==> src/rtl/cycle_input_capture.sv <==
// Input front end for the cycle computer: synchronise and debounce buttons and sensors,
// measure fork/crank periods with stall detection, accumulate trip data, decode presses.
module cycle_input_capture #(
  parameter int NUM_BUTTONS     = 2,
  parameter int DEBOUNCE_CYCLES = 4,
  parameter int PERIOD_W        = 16,
  parameter int TOTAL_W         = 32,
  parameter int LONG_PRESS      = 320,
  parameter int STALL_LIMIT     = 65535,
  parameter int CLEAR_BTN       = 1
) (
  input  logic                      HCLK,
  input  logic                      HRESETn,
  input  logic [NUM_BUTTONS-1:0]    nButton,
  input  logic                      nFork,
  input  logic                      nCrank,
  output logic [NUM_BUTTONS*16-1:0] hold_time,
  output logic [NUM_BUTTONS-1:0]    short_press,
  output logic [NUM_BUTTONS-1:0]    long_press,
  output logic [15:0]               fork_count,
  output logic [TOTAL_W-1:0]        total_time,
  output logic [PERIOD_W-1:0]       fork_period,
  output logic [PERIOD_W-1:0]       crank_period,
  output logic                      fork_stopped,
  output logic                      crank_stopped,
  output logic                      trip_clear
);

  localparam int NCH = NUM_BUTTONS + 2;
  localparam int DBW = $clog2(DEBOUNCE_CYCLES + 1);
  localparam logic [31:0] LP = 32'(LONG_PRESS);
  localparam logic [PERIOD_W-1:0] STALL = PERIOD_W'(STALL_LIMIT);

  function automatic logic [TOTAL_W-1:0] sat_add(input logic [TOTAL_W-1:0] a,
                                                  input logic [PERIOD_W-1:0] b);
    logic [TOTAL_W:0] s;
    s = {1'b0, a} + (TOTAL_W+1)'(b);
    return s[TOTAL_W] ? '1 : s[TOTAL_W-1:0];
  endfunction

  // Channel order: buttons in the low bits, then fork, then crank.
  logic [NCH-1:0] w_raw;
  logic [NCH-1:0] r_sync1, r_sync2, r_db, r_db_d;
  logic [DBW-1:0] r_dbcnt [NCH];

  assign w_raw = {nCrank, nFork, nButton};

  always_ff @(posedge HCLK or negedge HRESETn) begin
    if (!HRESETn) begin
      r_sync1 <= '1;
      r_sync2 <= '1;
      r_db    <= '1;
      r_db_d  <= '1;
      for (int i = 0; i < NCH; i++) r_dbcnt[i] <= '0;
    end else begin
      r_sync1 <= w_raw;
      r_sync2 <= r_sync1;
      r_db_d  <= r_db;
      for (int i = 0; i < NCH; i++) begin
        if (r_sync2[i] == r_db[i]) begin
          r_dbcnt[i] <= '0;
        end else if (r_dbcnt[i] == DBW'(DEBOUNCE_CYCLES - 1)) begin
          r_db[i]    <= r_sync2[i];
          r_dbcnt[i] <= '0;
        end else begin
          r_dbcnt[i] <= r_dbcnt[i] + 1'b1;
        end
      end
    end
  end

  logic [NUM_BUTTONS-1:0] w_rise;
  logic [1:0]             w_fall;
  assign w_rise = ~r_db_d[NUM_BUTTONS-1:0] & r_db[NUM_BUTTONS-1:0];
  assign w_fall = r_db_d[NCH-1:NUM_BUTTONS] & ~r_db[NCH-1:NUM_BUTTONS];

  logic [15:0]            r_hold [NUM_BUTTONS];
  logic [NUM_BUTTONS-1:0] r_short, r_long;
  logic [NUM_BUTTONS-1:0] w_long_hit;
  logic                   w_others_rel;
  logic                   w_clear;

  always_comb begin
    w_others_rel = 1'b1;
    for (int j = 0; j < NUM_BUTTONS; j++) begin
      w_long_hit[j] = ~r_db[j] & ({16'd0, r_hold[j]} == LP - 32'd1);
      if (j != CLEAR_BTN && !r_db[j]) w_others_rel = 1'b0;
    end
    w_clear = w_long_hit[CLEAR_BTN] & w_others_rel;
  end

  always_ff @(posedge HCLK or negedge HRESETn) begin
    if (!HRESETn) begin
      r_short <= '0;
      r_long  <= '0;
      for (int i = 0; i < NUM_BUTTONS; i++) r_hold[i] <= '0;
    end else begin
      r_long <= w_long_hit;
      for (int i = 0; i < NUM_BUTTONS; i++) begin
        r_short[i] <= 1'b0;
        if (r_db[i]) begin
          r_hold[i]  <= '0;
          r_short[i] <= w_rise[i] & ({16'd0, r_hold[i]} < LP);
        end else if (r_hold[i] != 16'hFFFF) begin
          r_hold[i] <= r_hold[i] + 16'd1;
        end
      end
    end
  end

  // Sensor index 0 = fork, 1 = crank.
  logic [PERIOD_W-1:0] r_pcnt   [2];
  logic [PERIOD_W-1:0] r_period [2];
  logic [1:0]          r_armed, r_stopped;
  logic [1:0]          w_armed_eff;

  // An edge landing on the stall cycle counts as a first edge, never as a period.
  always_comb begin
    for (int k = 0; k < 2; k++) w_armed_eff[k] = r_armed[k] & (r_pcnt[k] != STALL);
  end

  always_ff @(posedge HCLK or negedge HRESETn) begin
    if (!HRESETn) begin
      r_armed   <= '0;
      r_stopped <= '1;
      for (int k = 0; k < 2; k++) begin
        r_pcnt[k]   <= '0;
        r_period[k] <= '0;
      end
    end else begin
      for (int k = 0; k < 2; k++) begin
        if (r_pcnt[k] == STALL) begin
          r_stopped[k] <= 1'b1;
          r_period[k]  <= '0;
          r_armed[k]   <= 1'b0;
        end
        if (w_fall[k]) begin
          r_pcnt[k] <= PERIOD_W'(1);
          if (w_armed_eff[k]) begin
            r_period[k]  <= r_pcnt[k];
            r_stopped[k] <= 1'b0;
          end else begin
            r_armed[k] <= 1'b1;
          end
        end else if (r_pcnt[k] != STALL) begin
          r_pcnt[k] <= r_pcnt[k] + 1'b1;
        end
      end
    end
  end

  logic [15:0]        r_fork_count;
  logic [TOTAL_W-1:0] r_total;
  logic               r_trip_clear;

  always_ff @(posedge HCLK or negedge HRESETn) begin
    if (!HRESETn) begin
      r_fork_count <= '0;
      r_total      <= '0;
      r_trip_clear <= 1'b0;
    end else begin
      r_trip_clear <= w_clear;
      if (w_clear) begin
        r_fork_count <= '0;
        r_total      <= '0;
      end else if (w_fall[0]) begin
        r_fork_count <= r_fork_count + 16'd1;
        if (w_armed_eff[0]) r_total <= sat_add(r_total, r_pcnt[0]);
      end
    end
  end

  for (genvar g = 0; g < NUM_BUTTONS; g++) begin : g_hold
    assign hold_time[g*16 +: 16] = r_hold[g];
  end

  assign short_press   = r_short;
  assign long_press    = r_long;
  assign fork_count    = r_fork_count;
  assign total_time    = r_total;
  assign fork_period   = r_period[0];
  assign crank_period  = r_period[1];
  assign fork_stopped  = r_stopped[0];
  assign crank_stopped = r_stopped[1];
  assign trip_clear    = r_trip_clear;

endmodule

==> config.mk <==
export PLATFORM = sky130hd
export DESIGN_NAME = cycle_input_capture
export DESIGN_NICKNAME = d
export VERILOG_FILES = /design/src/rtl/cycle_input_capture.sv
export SDC_FILE = /design/constraint.sdc
export NUM_CORES = 1
export LEC_CHECK = 0
export ABC_CLOCK_PERIOD_IN_PS = 2400
export CAP_MARGIN = 20
export CORE_AREA = 10 10 172 134
export CTS_CLUSTER_DIAMETER = 60
export DETAILED_ROUTE_END_ITERATION = 12
export DIE_AREA = 0 0 182 144
export GPL_TIMING_DRIVEN = 0
export PLACE_DENSITY = 0.7
export RECOVER_POWER = 25
export SYNTH_ARGS = -nofsm -noshare
export SYNTH_HDL_FRONTEND = slang
export SYNTH_SLANG_ARGS = --single-unit
==> constraint.sdc <==
create_clock -name HCLK -period 2.4 [get_ports HCLK]
set_input_delay 0.72 -clock HCLK [delete_from_list [all_inputs] [get_ports HCLK]]
set_output_delay 0.72 -clock HCLK [all_outputs]
set_load 0.05 [all_outputs]
==> run_summary.xml <==
<?xml version="1.0" encoding="UTF-8"?>
<metrics>
  <group name="status">
    <metric name="run_status" unit="">finished with violations</metric>
    <metric name="failed_checks" unit="">capacitance limit, slew limit, setup timing</metric>
  </group>
  <group name="power_and_ir_drop">
    <metric name="power.switching_fraction" unit="%">41.23</metric>
    <metric name="power-per-cell-area" unit="nW/um2">1024</metric>
    <metric name="internal_power" unit="mW">7.018</metric>
    <metric name="combinationalPowerShare" unit="%">41.3</metric>
    <metric name="finalPower" unit="mW">11.94</metric>
    <metric name="share_seq_of_total_power" unit="%">34.8</metric>
    <metric name="net_switching_power" unit="mW">4.923</metric>
    <metric name="share_clk_of_total_power" unit="%">23.9</metric>
    <metric name="vdd_ir_drop_max" unit="uV">776.0</metric>
    <metric name="cellLeakagePower" unit="nW">5.517</metric>
  </group>
  <group name="yosys">
    <metric name="synthFlopType" unit="">sky130_fd_sc_hd__dfrtp_1</metric>
    <metric name="yosysUniqueCellTypes" unit="">63</metric>
    <metric name="synth.yosys.warnings" unit="">0</metric>
    <metric name="synth.mux.area_fraction" unit="%">0.8611</metric>
    <metric name="synth_seq_area_share" unit="%">52.21</metric>
    <metric name="gate_count_after_technology_mapping" unit="">886</metric>
    <metric name="synth_largest_type_area_fraction" unit="%">46.79</metric>
    <metric name="postSynth.asyncResetShare" unit="%">100.0</metric>
    <metric name="post_synth.cell_area_avg" unit="um2">9.840</metric>
    <metric name="post_synth_and_or_nand_nor_area_fraction" unit="%">23.95</metric>
    <metric name="synth_top_cell_by_area" unit="">sky130_fd_sc_hd__dfrtp_1</metric>
    <metric name="synth_top_family_by_area" unit="">simple AND/OR/NAND/NOR gates</metric>
    <metric name="synth_area" unit="um2">8718</metric>
    <metric name="yosys.area_share.xor_xnor" unit="%">7.133</metric>
    <metric name="synthesis.nets" unit="">918</metric>
    <metric name="yosys.area_share.adder" unit="%">3.817</metric>
    <metric name="synth_edf_count" unit="">0</metric>
    <metric name="synth_compound_area_share" unit="%">9.759</metric>
    <metric name="synth.ff_latch_count" unit="">181</metric>
    <metric name="top_cells_by_area_in_the_synthesized_netlist" unit="">sky130_fd_sc_hd__dfrtp_1 (47%), sky130_fd_sc_hd__dfstp_2 (5.4%), sky130_fd_sc_hd__nand2_1 (5.0%), sky130_fd_sc_hd__xor2_1 (4.8%), sky130_fd_sc_hd__nor2_1 (4.2%)</metric>
  </group>
  <group name="cells_and_area">
    <metric name="postLayoutCellArea" unit="um2">11660</metric>
    <metric name="area.growth.synth_to_final" unit="%">33.75</metric>
    <metric name="finalNonFillerCells" unit="">1331</metric>
    <metric name="insertedDiodeCount" unit="">0</metric>
    <metric name="final_net_count" unit="">1092</metric>
    <metric name="fraction_of_final_layout_cells_with_drive_strength_greater_than_1" unit="%">17.43</metric>
  </group>
  <group name="routing">
    <metric name="viasPerCell" unit="">5.433</metric>
    <metric name="detail-route-antenna-nets" unit="">0</metric>
    <metric name="routed-via-count" unit="">7231</metric>
    <metric name="drt_first_iter_violations" unit="">498</metric>
    <metric name="routed_wirelength" unit="um">23060</metric>
    <metric name="post-route-drc-count" unit="">0</metric>
    <metric name="1st_pass_router_iterations" unit="">4</metric>
    <metric name="route.detailed.wl_per_inst" unit="um">17.32</metric>
  </group>
  <group name="placement">
    <metric name="dpl_cell_area" unit="um2">10400</metric>
    <metric name="placement.setup.worst_slack" unit="ns">-0.3064</metric>
    <metric name="number_of_buffer_cells_added_on_primary_ports" unit="">124</metric>
    <metric name="numPlacedInstances" unit="">1269</metric>
    <metric name="place_hpwl" unit="um">15470</metric>
    <metric name="gpl.final_weighted_congestion" unit="">0.8816</metric>
  </group>
  <group name="timing">
    <metric name="timing.max_slew.rel_slack" unit="%">-36.33</metric>
    <metric name="timing.final.crit_period" unit="ns">2.540</metric>
    <metric name="clock_skew" unit="ns">0.01108</metric>
    <metric name="post-route-period-util" unit="%">105.8</metric>
    <metric name="timing_max_transition_violations_final" unit="">78</metric>
    <metric name="setup-violations-final" unit="">25</metric>
    <metric name="achievable-frequency" unit="GHz">0.3937</metric>
    <metric name="final.setup.worst_slack" unit="ns">-0.1401</metric>
    <metric name="finalHoldViolations" unit="">0</metric>
    <metric name="tightestPinTransition" unit="ns">2.045</metric>
    <metric name="finalSetupTns" unit="ns">-1.430</metric>
    <metric name="rsz0062_at_grt" unit="">yes</metric>
  </group>
  <group name="global_route">
    <metric name="globalRouteTotalUtil" unit="%">17.24</metric>
    <metric name="grt_start_max_net_pins" unit="">105</metric>
    <metric name="first_global_vias" unit="">6951</metric>
    <metric name="gr-total-overflow" unit="">0</metric>
    <metric name="initial_antenna_violation_count" unit="">0</metric>
    <metric name="first_pass_grt_wire_length" unit="um">37130</metric>
  </group>
  <group name="clock_network">
    <metric name="tritoncts" unit="">done</metric>
    <metric name="cts.clk_slew.worst_paths" unit="ns">0.07</metric>
    <metric name="cts_inserted_buffers" unit="">17</metric>
    <metric name="clock_insertion_delay_worst_skew" unit="ns">0.43</metric>
    <metric name="clkSinkCount" unit="">181</metric>
    <metric name="htreeDepth" unit="">4</metric>
    <metric name="max-clock-path-buffers" unit="">2</metric>
    <metric name="clk_root_buffer_cell" unit="">sky130_fd_sc_hd__clkbuf_16</metric>
  </group>
  <group name="worst_setup_path">
    <metric name="ff2ff_path_depth" unit="">11</metric>
    <metric name="worstSetupStartpointType" unit="">register</metric>
    <metric name="cp_data_required_time" unit="ns">2.70</metric>
    <metric name="cp_max_fo" unit="">5</metric>
    <metric name="arrival" unit="ns">2.84</metric>
    <metric name="crit-reg2reg-capture" unit="">total_time[25]</metric>
    <metric name="reg2reg_setup_slack" unit="ns">-0.14</metric>
    <metric name="rr_startpoint" unit="">r_pcnt[16]</metric>
    <metric name="timing.critical_path.from" unit="">r_pcnt[16]</metric>
    <metric name="endpoint_kind" unit="">register</metric>
    <metric name="timing_worst_setup_path_type" unit="">reg2reg</metric>
  </group>
  <group name="die">
    <metric name="num_rows" unit="">45</metric>
    <metric name="dieWidth" unit="um">182</metric>
    <metric name="floorplan.die.height" unit="um">144</metric>
    <metric name="dieArea" unit="um2">26210</metric>
    <metric name="io_pins" unit="">125</metric>
    <metric name="initial_utilization" unit="%">44.12</metric>
    <metric name="fp.coreArea" unit="um2">19760</metric>
  </group>
  <group name="min_path">
    <metric name="worst_hold_startpoint" unit="">r_sync1[2]</metric>
    <metric name="hold_end" unit="">r_sync2[2]</metric>
    <metric name="min_path_type" unit="">reg2reg</metric>
    <metric name="worst_hold_path.num_cells" unit="">0</metric>
  </group>
  <group name="run">
    <metric name="maxCapViolCount" unit="">1</metric>
  </group>
</metrics>
synthesized netlist by cell type, types with 3 or more instances:
master	number
sky130_fd_sc_hd__o21ai_0	38
sky130_fd_sc_hd__nand2_1	116
sky130_fd_sc_hd__and3_1	21
sky130_fd_sc_hd__nor3b_1	6
sky130_fd_sc_hd__and4_1	7
sky130_fd_sc_hd__mux2_2	4
sky130_fd_sc_hd__a41oi_1	4
sky130_fd_sc_hd__ha_1	25
sky130_fd_sc_hd__clkbuf_1	16
sky130_fd_sc_hd__a211oi_1	5
sky130_fd_sc_hd__nand3_2	3
sky130_fd_sc_hd__nor2_1	97
sky130_fd_sc_hd__and2_1	6
sky130_fd_sc_hd__a21o_1	4
sky130_fd_sc_hd__nand4_2	3
sky130_fd_sc_hd__buf_2	14
sky130_fd_sc_hd__o211a_1	4
sky130_fd_sc_hd__or3_1	9
sky130_fd_sc_hd__nand4_1	22
sky130_fd_sc_hd__nor3_1	31
sky130_fd_sc_hd__dfrtp_1	163
sky130_fd_sc_hd__nor2_2	3
sky130_fd_sc_hd__nand3_1	63
sky130_fd_sc_hd__inv_1	10
sky130_fd_sc_hd__a311oi_1	7
sky130_fd_sc_hd__o211ai_1	3
sky130_fd_sc_hd__o22ai_1	4
sky130_fd_sc_hd__a31oi_1	9
sky130_fd_sc_hd__o21a_1	4
sky130_fd_sc_hd__nor2b_1	11
sky130_fd_sc_hd__mux2i_1	3
sky130_fd_sc_hd__nand2b_1	5
sky130_fd_sc_hd__xnor2_1	23
sky130_fd_sc_hd__dfstp_2	18
sky130_fd_sc_hd__a21oi_1	41
sky130_fd_sc_hd__xor2_1	48
flip-flops by register name, indices dropped and copies added (netlist names):
name,cells
r_stopped,2
r_db_d,4
r_sync2,4
fork_count,16
r_dbcnt,12
crank_period,16
short_press,2
r_sync1,4
r_db,4
r_pcnt,32
total_time,32
trip_clear,1
r_armed,2
long_press,2
fork_period,16
hold_time,32
power groups by stage:
stage	Clock, mW	Sequential (mW)	Combinational [mW]
after floorplan	0	5.03	2.03
after global routing	3.04	4.24	5.35
after detailed placement	0	4.18	4.26
after global placement	0	4.17	4.19
final	2.86	4.16	4.93
after CTS	2.92	4.16	4.40
worst max path at each step:
stage,cells after the start,to,slack (ns)
final,11,total_time[25],-0.14
after global routing,11,total_time[30],-0.23
after floorplan,11,total_time[13],-0.03
after detailed placement,10,total_time[29],-0.31
after CTS,11,total_time[30],-0.08
after global placement,1,total_time[10],-7.70
per-stage QoR:
| stage | hold WS [ns] | util (%) |
|---|---|---|
| 6_report | 0.3543 | 59.01 |
| 5_1_grt | 0.3633 | 59.01 |
| 4_1_cts | 0.2783 | 56.68 |
| 3_5_place_dp | 0.3501 | 52.62 |
| 3_3_place_gp | 0.3460 | 52.46 |
| 2_1_floorplan | 0.3452 | - |
final cells by class:
type	instances	area (um2)
fill	1676	8102
sequential	181	4568
multi-input combinational	662	4444
timing repair buffer	156	1488
clock buffer	18	429.2
tap	258	322.8
buffer	32	209.0
clock inverter	14	162.7
inverter	10	37.54
per-layer routing:
| metal | GRT usage, % | vias to the layer above | share of wire [%] |
|---|---|---|---|
| met2 | 25.55 | 185 | 45 |
| met5 | 0 | - | 0 |
| met1 | 23.94 | 3553 | 46 |
| met4 | 4.314 | 0 | 1.0 |
| met3 | 5.393 | 20 | 7.1 |
| li1 | - | 3473 | - |
worst max-delay path: stages, from the launching register on:
cell and delay [ns]:
sky130_fd_sc_hd__dfrtp_2 0.43, sky130_fd_sc_hd__ha_4 0.17, sky130_fd_sc_hd__fa_2 0.34, sky130_fd_sc_hd__a211oi_2 0.28
sky130_fd_sc_hd__o211ai_1 0.16, sky130_fd_sc_hd__a21oi_2 0.23, sky130_fd_sc_hd__o21a_1 0.16, sky130_fd_sc_hd__buf_6 0.14
sky130_fd_sc_hd__nor2_4 0.07, sky130_fd_sc_hd__buf_4 0.16, sky130_fd_sc_hd__nor2_4 0.16, sky130_fd_sc_hd__a311oi_1 0.12
placed cells by master (no fill, tap or decap), types with 27 or more instances in the layout:
cell                              instances
sky130_fd_sc_hd__dfrtp_1                150
sky130_fd_sc_hd__nand2_1                115
sky130_fd_sc_hd__nor2_1                  93
sky130_fd_sc_hd__dlygate4sd2_1           66
sky130_fd_sc_hd__nand3_1                 62
sky130_fd_sc_hd__xor2_1                  48
sky130_fd_sc_hd__clkdlybuf4s50_1         41
sky130_fd_sc_hd__a21oi_1                 37
sky130_fd_sc_hd__o21ai_0                 28
sky130_fd_sc_hd__buf_4                   27
cells by family (layout without fill, tap and decap cells):
| logic type | after synthesis | in the layout |
|---|---|---|
| buf+inv | 43 | 230 |
| compound gates | 135 | 135 |
| simple gates | 423 | 423 |
| xor+xnor | 71 | 71 |
| flops | 181 | 181 |
| fa+ha+maj | 26 | 26 |
| mux | 7 | 7 |
repair_timing:
item | 4_1_cts | 5_1_grt
buffers inserted | 13 | 18
endpoints found under the setup margin | 119 | 75
resized for setup | 109 | 84
pin swaps | 5 | 46
hold buffers | 0 | 0
gates cloned | 1 | 0
No activity file was read; power rests on OpenSTA's default activity.
